### config.mk
export PLATFORM = sky130hd
export DESIGN_NAME = genius_sequencer
export DESIGN_NICKNAME = d
export VERILOG_FILES = /design/src/rtl/genius_sequencer.sv
export SDC_FILE = /design/constraint.sdc
export NUM_CORES = 1
export LEC_CHECK = 0
export CAP_MARGIN = 20
export CELL_PAD_IN_SITES_DETAIL_PLACEMENT = 1
export CELL_PAD_IN_SITES_GLOBAL_PLACEMENT = 1
export CORE_ASPECT_RATIO = 2
export CORE_UTILIZATION = 45
export CTS_CLUSTER_DIAMETER = 60
export CTS_CLUSTER_SIZE = 8
export DETAILED_ROUTE_END_ITERATION = 8
export PLACE_DENSITY_LB_ADDON = 0.1
export SYNTH_ARGS = -nofsm -noshare
export SYNTH_HDL_FRONTEND = slang
export SYNTH_SLANG_ARGS = --single-unit
### constraint.sdc
create_clock -name clk -period 6.8 [get_ports clk]
set_input_delay 1.36 -clock clk [delete_from_list [all_inputs] [get_ports clk]]
set_output_delay 1.36 -clock clk [all_outputs]
set_load 0.02 [all_outputs]
### src/rtl/genius_sequencer.sv
// Round-sequencing controller for a Simon-style memory game: plays an LFSR-derived
// colour sequence on four LEDs, checks button presses against it, and ends in WIN or LOSE.
module genius_sequencer #(
  parameter int SHOW_CYCLES    = 4,
  parameter int GAP_CYCLES     = 2,
  parameter int MAX_ROUND      = 8,
  parameter int TIMEOUT_CYCLES = 32
) (
  input  logic        clk,
  input  logic        R_n,
  input  logic        start,
  input  logic [15:0] seed,
  input  logic [3:0]  btn,
  output logic [3:0]  led,
  output logic [3:0]  round,
  output logic        busy,
  output logic        win,
  output logic        lose
);

  localparam int MAX_A = (SHOW_CYCLES > GAP_CYCLES) ? SHOW_CYCLES : GAP_CYCLES;
  localparam int MAX_P = (MAX_A > TIMEOUT_CYCLES) ? MAX_A : TIMEOUT_CYCLES;
  localparam int TW    = $clog2(MAX_P + 1);

  localparam logic [TW-1:0] SHOW_LAST = TW'(SHOW_CYCLES - 1);
  localparam logic [TW-1:0] GAP_LAST  = TW'(GAP_CYCLES - 1);
  localparam logic [TW-1:0] TMO_LAST  = TW'(TIMEOUT_CYCLES - 1);
  localparam logic [TW-1:0] TMR_ZERO  = {TW{1'b0}};
  localparam logic [TW-1:0] TMR_ONE   = TW'(1);
  localparam logic [3:0]    ROUND_MAX = 4'(MAX_ROUND);
  localparam logic [15:0]   SEED_DFLT = 16'hACE1;

  typedef enum logic [2:0] {
    S_IDLE     = 3'd0,
    S_SHOW_ON  = 3'd1,
    S_SHOW_OFF = 3'd2,
    S_WAIT_IN  = 3'd3,
    S_WIN      = 3'd4,
    S_LOSE     = 3'd5
  } state_t;

  function automatic logic [15:0] lfsr_next(input logic [15:0] l);
    return {l[14:0], l[15] ^ l[13] ^ l[12] ^ l[10]};
  endfunction

  function automatic logic [3:0] onehot(input logic [1:0] c);
    case (c)
      2'd0:    return 4'b0001;
      2'd1:    return 4'b0010;
      2'd2:    return 4'b0100;
      2'd3:    return 4'b1000;
      default: return 4'b0000;
    endcase
  endfunction

  state_t        state_r, state_s;
  logic [3:0]    step_r, step_s;
  logic [TW-1:0] tmr_r, tmr_s;
  logic [3:0]    round_r, round_s;
  logic [15:0]   lfsr_r, lfsr_s;
  logic [15:0]   seed_r, seed_s;
  logic [3:0]    led_r, led_s;
  logic          busy_r, busy_s;
  logic          win_r, win_s;
  logic          lose_r, lose_s;

  // Next-state logic for the game controller, counters, LFSR and seed register
  always_comb begin
    state_s = state_r;
    step_s  = step_r;
    tmr_s   = tmr_r;
    round_s = round_r;
    lfsr_s  = lfsr_r;
    seed_s  = seed_r;
    case (state_r)
      S_IDLE, S_WIN, S_LOSE: begin
        if (start) begin
          seed_s  = (seed == 16'h0000) ? SEED_DFLT : seed;
          lfsr_s  = seed_s;
          round_s = 4'd1;
          step_s  = 4'd0;
          tmr_s   = TMR_ZERO;
          state_s = S_SHOW_ON;
        end else begin
          state_s = state_r;
        end
      end
      S_SHOW_ON: begin
        if (tmr_r == SHOW_LAST) begin
          tmr_s   = TMR_ZERO;
          state_s = S_SHOW_OFF;
        end else begin
          tmr_s = tmr_r + TMR_ONE;
        end
      end
      S_SHOW_OFF: begin
        if (tmr_r == GAP_LAST) begin
          tmr_s = TMR_ZERO;
          if (step_r + 4'd1 == round_r) begin
            step_s  = 4'd0;
            lfsr_s  = seed_r;
            state_s = S_WAIT_IN;
          end else begin
            step_s  = step_r + 4'd1;
            lfsr_s  = lfsr_next(lfsr_r);
            state_s = S_SHOW_ON;
          end
        end else begin
          tmr_s = tmr_r + TMR_ONE;
        end
      end
      S_WAIT_IN: begin
        // A press always takes priority over the timeout expiring on the same edge
        if (btn == 4'b0000) begin
          if (tmr_r == TMO_LAST) begin
            state_s = S_LOSE;
          end else begin
            tmr_s = tmr_r + TMR_ONE;
          end
        end else if (btn == onehot(lfsr_r[1:0])) begin
          tmr_s  = TMR_ZERO;
          lfsr_s = lfsr_next(lfsr_r);
          step_s = step_r + 4'd1;
          if (step_r + 4'd1 == round_r) begin
            if (round_r == ROUND_MAX) begin
              state_s = S_WIN;
            end else begin
              round_s = round_r + 4'd1;
              step_s  = 4'd0;
              lfsr_s  = seed_r;
              state_s = S_SHOW_ON;
            end
          end else begin
            state_s = S_WAIT_IN;
          end
        end else begin
          state_s = S_LOSE;
        end
      end
      default: begin
        state_s = S_IDLE;
      end
    endcase
  end

  // Output decode from the upcoming state so the registered outputs track it without lag
  always_comb begin
    led_s  = 4'b0000;
    busy_s = 1'b0;
    win_s  = 1'b0;
    lose_s = 1'b0;
    case (state_s)
      S_SHOW_ON: begin
        led_s  = onehot(lfsr_s[1:0]);
        busy_s = 1'b1;
      end
      S_SHOW_OFF, S_WAIT_IN: busy_s = 1'b1;
      S_WIN:                 win_s  = 1'b1;
      S_LOSE:                lose_s = 1'b1;
      S_IDLE:                busy_s = 1'b0;
      default:               busy_s = 1'b0;
    endcase
  end

  // State, counter and output registers
  always_ff @(posedge clk or negedge R_n) begin
    if (!R_n) begin
      state_r <= S_IDLE;
      step_r  <= 4'd0;
      tmr_r   <= TMR_ZERO;
      round_r <= 4'd0;
      lfsr_r  <= SEED_DFLT;
      seed_r  <= SEED_DFLT;
      led_r   <= 4'b0000;
      busy_r  <= 1'b0;
      win_r   <= 1'b0;
      lose_r  <= 1'b0;
    end else begin
      state_r <= state_s;
      step_r  <= step_s;
      tmr_r   <= tmr_s;
      round_r <= round_s;
      lfsr_r  <= lfsr_s;
      seed_r  <= seed_s;
      led_r   <= led_s;
      busy_r  <= busy_s;
      win_r   <= win_s;
      lose_r  <= lose_s;
    end
  end

  assign led   = led_r;
  assign round = round_r;
  assign busy  = busy_r;
  assign win   = win_r;
  assign lose  = lose_r;

endmodule
=== Word level (Yosys, flattened, before mapping) ===
Index checks and enable logic that the tools add are counted.

* Register bits after elaboration: 56
* Latch bits: 0
* RAM bits: 0
* ROM bits: 0
* Bits of input ports: 23
* Output and inout port bits: 11
* Logic and storage cells: 109
* Memories: 0

* $add $sub $neg: 3
* $mul: 0
* Divide/modulo/power cells: 0
* Order comparisons: 0
* Equal/unequal tests: 30
* Shifts and indexed selects: 0
* Multiplexer cells: 48
* Bitwise logic cells: 3
* Reductions and logical operators: 14

{| class="wikitable"
|+ Operator list
! cell !! number
|-
| 16-bit two-way mux || 8
|-
| 4-bit two-way mux || 15
|-
| 16-bit one-hot mux with 3 select lines || 1
|-
| 6-bit two-way mux || 6
|-
| 4-bit one-hot mux with 4 select lines || 2
|-
| 3-bit two-way mux || 8
|-
| 6-bit one-hot mux with 4 select lines || 1
|-
| 16-bit logical NOT || 1
|-
| 3-bit by 2-bit == test with 1-bit output (second input constant) || 4
|-
| 3-bit == test (second input constant) || 4
|-
| 2-bit inequality test (second input constant) || 6
|-
| 3-bit one-hot mux with 4 select lines || 1
|-
| 4-bit one-hot mux with 3 select lines || 1
|-
| 4-bit by 1-bit adder with 4-bit output (second input constant) || 2
|-
| 2-bit == test (second input constant) || 4
|-
| 4-bit == test || 2
|-
| 4-bit one-hot mux with 2 select lines || 1
|-
| 6-bit by 1-bit adder with 6-bit output (second input constant) || 1
|-
| 3-bit by 1-bit == test with 1-bit output (second input constant) || 2
|-
| 6-bit by 1-bit == test with 1-bit output (second input constant) || 1
|-
| 6-bit by 2-bit == test with 1-bit output (second input constant) || 1
|-
| 6-bit by 5-bit == test with 1-bit output (second input constant) || 1
|-
| 3-bit inequality test (second input constant) || 2
|-
| 6-bit AND reduction || 1
|-
| 15 further kinds || 22
|}

=== Logic depth before layout (Yosys ltp) ===
* Word-level depth: 11
* Depth in mapped cells: 9

=== Worst setup path after synthesis ===
Ideal clock, no wire load.

* Path type: input-to-reg
* Start point: input btn[2]
* End point: register lfsr_r[12]
* Arrival: 2.681 ns
* Data required time: 6.650 ns
* Slack: 3.969 ns
* Cell stages on the path: 7
* Cells stage by stage: nor4b_1 o21a_1 o21ai_1 nand3_1 buf_2 buf_1 a41oi_1

* Word-level cells in the longest chain between the ends: 3

{| class="wikitable"
|+ Ends and longest elaborated chain
! item !! line !! source
|-
| from (decl) || 13 || <nowiki>input logic [3:0] btn,</nowiki>
|-
| 4-bit == test or 4-bit logical NOT (tied branches) || 120, 114 ||
|-
| 2-bit inequality test (no line) || n/a ||
|-
| 5-bit AND reduction (no line) (*) || n/a ||
|-
| to (signal assigned) || 183 || <nowiki>lfsr_r <= lfsr_s;</nowiki>
|-
| to (decl) || 60 || <nowiki>logic [15:0] lfsr_r, lfsr_s;</nowiki>
|}

Every way passes the cells marked *; elsewhere a longest branch is shown, timed or not.
A chain may end at the register's enable or synchronous reset.

=== Worst setup path in the final report ===
* Start point: input btn[2]
* End point: register led_r[1], in the netlist led[1]

* Word-level cells in the longest chain between the ends: 7

{| class="wikitable"
|+ Ends and longest elaborated chain
! item !! line !! source
|-
| 4-bit == test || 120 || <nowiki>end else if (btn == onehot(lfsr_r[1:0])) begin</nowiki>
|-
| 16-bit two-way mux || 120 ||
|-
| 16-bit two-way mux (*) || 114 || <nowiki>if (btn == 4'b0000) begin</nowiki>
|-
| 16-bit one-hot mux with 3 select lines (*) || 75 || <nowiki>case (state_r)</nowiki>
|-
| named net lfsr_s[0] || 60 ||
|-
| 2-bit == test (tied with other cells) || 47 || <nowiki>case (c)</nowiki>
|-
| 4-bit one-hot mux with 4 select lines (*) || 47 ||
|-
| 4-bit two-way mux (*) || 152 || <nowiki>case (state_s)</nowiki>
|-
| named net led_s[1] || 62 || <nowiki>logic [3:0] led_r, led_s;</nowiki>
|-
| to (signal assigned) || 185 || <nowiki>led_r <= led_s;</nowiki>
|-
| to (decl) || 62 ||
|}

The timed path passes the listed nets; every way through them passes the cells marked *. The select of a mux whose other input is x is not followed.

==> impl_metrics.yaml <==
yosys:
  netlist_area_mm2: 0.00355
  post-synth-top-count-cell: "nand2_1"
  post_synth.cell_area_avg_um2: 9.56
  mappedNetlistNets: 400
  synthDistinctLibCells: 72
  postSynth.asyncResetShare_pct: 100
  synth_common_cells: "52 x nand2_1, 45 x nor2_1, 40 x dfrtp_1"
  synth_sequential_area_ratio_pct: 40.0
  synth_largest_type_area_fraction_pct: 28.2
  yosys.area.top_type: "dfrtp_1"
  ys.warnings.count: 0
  synth_enable_flop_cells: 0
  post_synth_main_area_contributors: "dfrtp_1 28%, dfstp_2 12%, nand2_1 5.5%"
  synth-seq-cells: 56
  synthCells: 372
  synth_flop_cell: "dfrtp_1"
critical_path:
  crit_path_end_kind: "flop"
  cp.arrival_ns: 4.02
  cp-start-kind: "primary input"
  capture_instance_of_the_worst_register_to_register_path: "led[1]"
  worstSetupPathType: "primary input to flop"
  reg2reg_start: "step_r[0]"
  setup.worst_path.start: "btn[2]"
  ff2ff_setup_slack_ns: 3.97
  required_ns: 7.00
  worst_setup_path_endpoint: "led[1]"
  worst_reg_to_reg_path_cell_count: 7
  critPathMaxFanout: 18
clocking:
  worstSkewPairLatency_ns: 0.30
  cts.sink_count: 56
  maximum_number_of_buffers_from_clock_root_to_sink: 2
  clock_tree_from_tritoncts: "done"
  htreeDepth: 2
  cts.repair.resized: 0
  cts.hold.buffers_added: 0
  cts-buffers-inserted: 5
  cts_root_buf: "clkbuf_16"
  cts.reportedPaths.clkPinSlew_ns: 0.08
  post-cts-setup-buffer-count: 0
floorplan:
  die-area_mm2: 0.00828
  core_area_mm2: 0.00760
  die-height_um: 128
  rows: 45
  number_of_top_level_design_ports: 34
  width_of_the_die_um: 64.8
  start_util_pct: 46.8
final_layout:
  final_cells: 495
  insertedDiodeCount: 0
  nets: 428
  number_of_filler_instances_in_the_final_layout: 903
  share_of_final_layout_standard_cells_stronger_than_drive_strength_1_pct: 19.2
  syn_to_final_growth_pct: 15.3
route:
  drt_wl_total_um: 9420
  dr_wl_met2_um: 5510
  met1_length_um: 3400
  routed.top_layer: "met4"
  detailroute.via_count: 2938
  met3WireLength_um: 162
  detail_route.first_pass.iterations: 4
  routed_via_count_divided_by_cell_count: 5.94
  drt_drc_violations_left: 0
  routed_wire_length_per_instance_um: 19.0
  route.antenna.remaining_nets: 0
  detailedRoute.firstIterationViolations: 153
sta:
  worstMarginPinSlew_ns: 1.02
  rsz0062_at_grt: "false"
  clock_skew_ns: 0.00654
  total_negative_slack_ns: 0
  worst_slew_margin_rel_pct: 31.9
  fin_hold_ws_ns: 0.503
  setup_viol_count_final: 0
  timing.final.max_slew_violations: 0
  finalCritPeriodShare_pct: 56.2
  maxClockFrequency_mhz: 262
  hold_violations: 0
  timing.final.crit_period_ns: 3.82
power_and_ir_drop:
  power_density_mw_per_mm2: 506
  vdd_ir_drop_max_mv: 0.422
  static-leakage-power_nw: 1.72
  post-layout-total-power_mw: 2.08
run_status:
  result_of_the_run: "finished clean"
global_routing:
  number_of_global_route_vias_before_repair: 3235
  first_pass_grt_wire_length_um: 15900
  overflow: 0
  grt_start_max_net_pins: 57
  grt_total_usage_pct: 25.5
  number_of_antenna_violations_at_the_first_check_in_global_routing: 0
job:
  maxCapViolCount: 0
placed_design:
  buffer_ports.inserted: 33
  gp_congestion: 0.832
  post-dp-hpwl_um: 6970
  place_inst: 486
worst_hold_path:
  hold_path_class: "flop to flop"
[how the worst min path moves through the flow]
| stage | startpoint | end | slack (ns) | depth (start not counted) |
|---|---|---|---|---|
| after detailed placement | seed_r[4] | seed_r[4] | 0.48 | 2 |
| after CTS | seed_r[4] | seed_r[4] | 0.50 | 2 |
| after global placement | seed_r[2] | seed_r[2] | 0.48 | 2 |
| final | seed_r[4] | seed_r[4] | 0.50 | 2 |
| after global routing | seed_r[9] | seed_r[9] | 0.53 | 2 |
| after floorplan | seed_r[12] | seed_r[12] | 0.46 | 2 |
[power by group]
group,internal [mW],switching (mW)
clock network,0.140,0.135
registers,0.502,0.140
logic,0.532,0.626
total,1.17,0.901
[worst max-delay path, cell delays in order]
cell,delay [ns]
clkdlybuf4s50_1,0.53
nor4bb_1,0.39
o21ai_1,0.18
a21oi_2,0.84
o211ai_2,0.18
o2111ai_2,0.20
nor4bb_1,0.33
[flip-flops by register name, indices dropped and copies added (netlist names)]
signal   count
step_r       4
win          1
round        4
led          4
lose         1
tmr_r        6
busy         1
state_r      3
lfsr_r      16
seed_r      16
[kinds of logic (layout without fill, tap and decap cells)]
kind of cell | Yosys count | count (layout) | share of synthesized area [%]
buffers and inverters | 27 | 56 | 3.77
DFF | 56 | 56 | 40.0
and+or+nand+nor | 157 | 157 | 23.3
muxes | 30 | 30 | 9.47
AOI/OAI and AO/OA | 86 | 86 | 18.2
adders and majority gates | 5 | 5 | 1.76
xor gates and xnor gates | 11 | 11 | 3.52
[final cells by class]
cell class | instances | area (um^2) | share of cell area (%)
Multi-Input combinational cell | 289 | 2000 | 48.9
Sequential cell | 56 | 1420 | 34.7
Timing Repair Buffer | 37 | 363 | 8.85
Clock buffer | 5 | 125 | 3.05
Tap cell | 94 | 118 | 2.87
Inverter | 11 | 41.3 | 1.01
Clock inverter | 3 | 27.5 | 0.671
[metal layers]
layer  track usage [%]  vias to the layer above
li1                  -                     1385
met1              25.6                     1482
met2              49.6                       54
met3              3.20                       17
met4              12.0                        0
met5                 0                        -
[metrics by stage]
stage | util [%] | area, um^2 | setup slack (ns)
floorplan | - | 3550 | 3.97
global placement | 51.7 | 3930 | 2.63
detailed placement | 51.7 | 3930 | 2.53
CTS | 53.7 | 4090 | 2.84
global route | 53.9 | 4100 | 2.73
finish | 53.9 | 4100 | 2.98
[cell usage in the layout, fill, tap and decap left out, types with 2 or more instances in the layout]
master / count
nand2_1: 52
nor2_1: 45
dfrtp_1: 40
clkdlybuf4s50_1: 32
dfstp_2: 16
a21oi_1: 15
mux2_2: 15
mux2_1: 14
o21ai_0: 12
a21o_1: 11
inv_1: 10
nand3_1: 9
a31oi_1: 8
nor4_1: 7
a41oi_1: 7
a22o_1: 6
a21oi_2: 5
nand4_1: 5
nor2b_1: 5
ha_1: 5
clkbuf_16: 5
o21ai_1: 4
nor3_1: 4
xnor2_1: 4
xor2_1: 4
o21a_1: 4
nor3b_1: 3
buf_4: 3
nor4bb_1: 2
and4_1: 2
o31a_1: 2
and3_1: 2
Power figures use the tool's default switching activity.
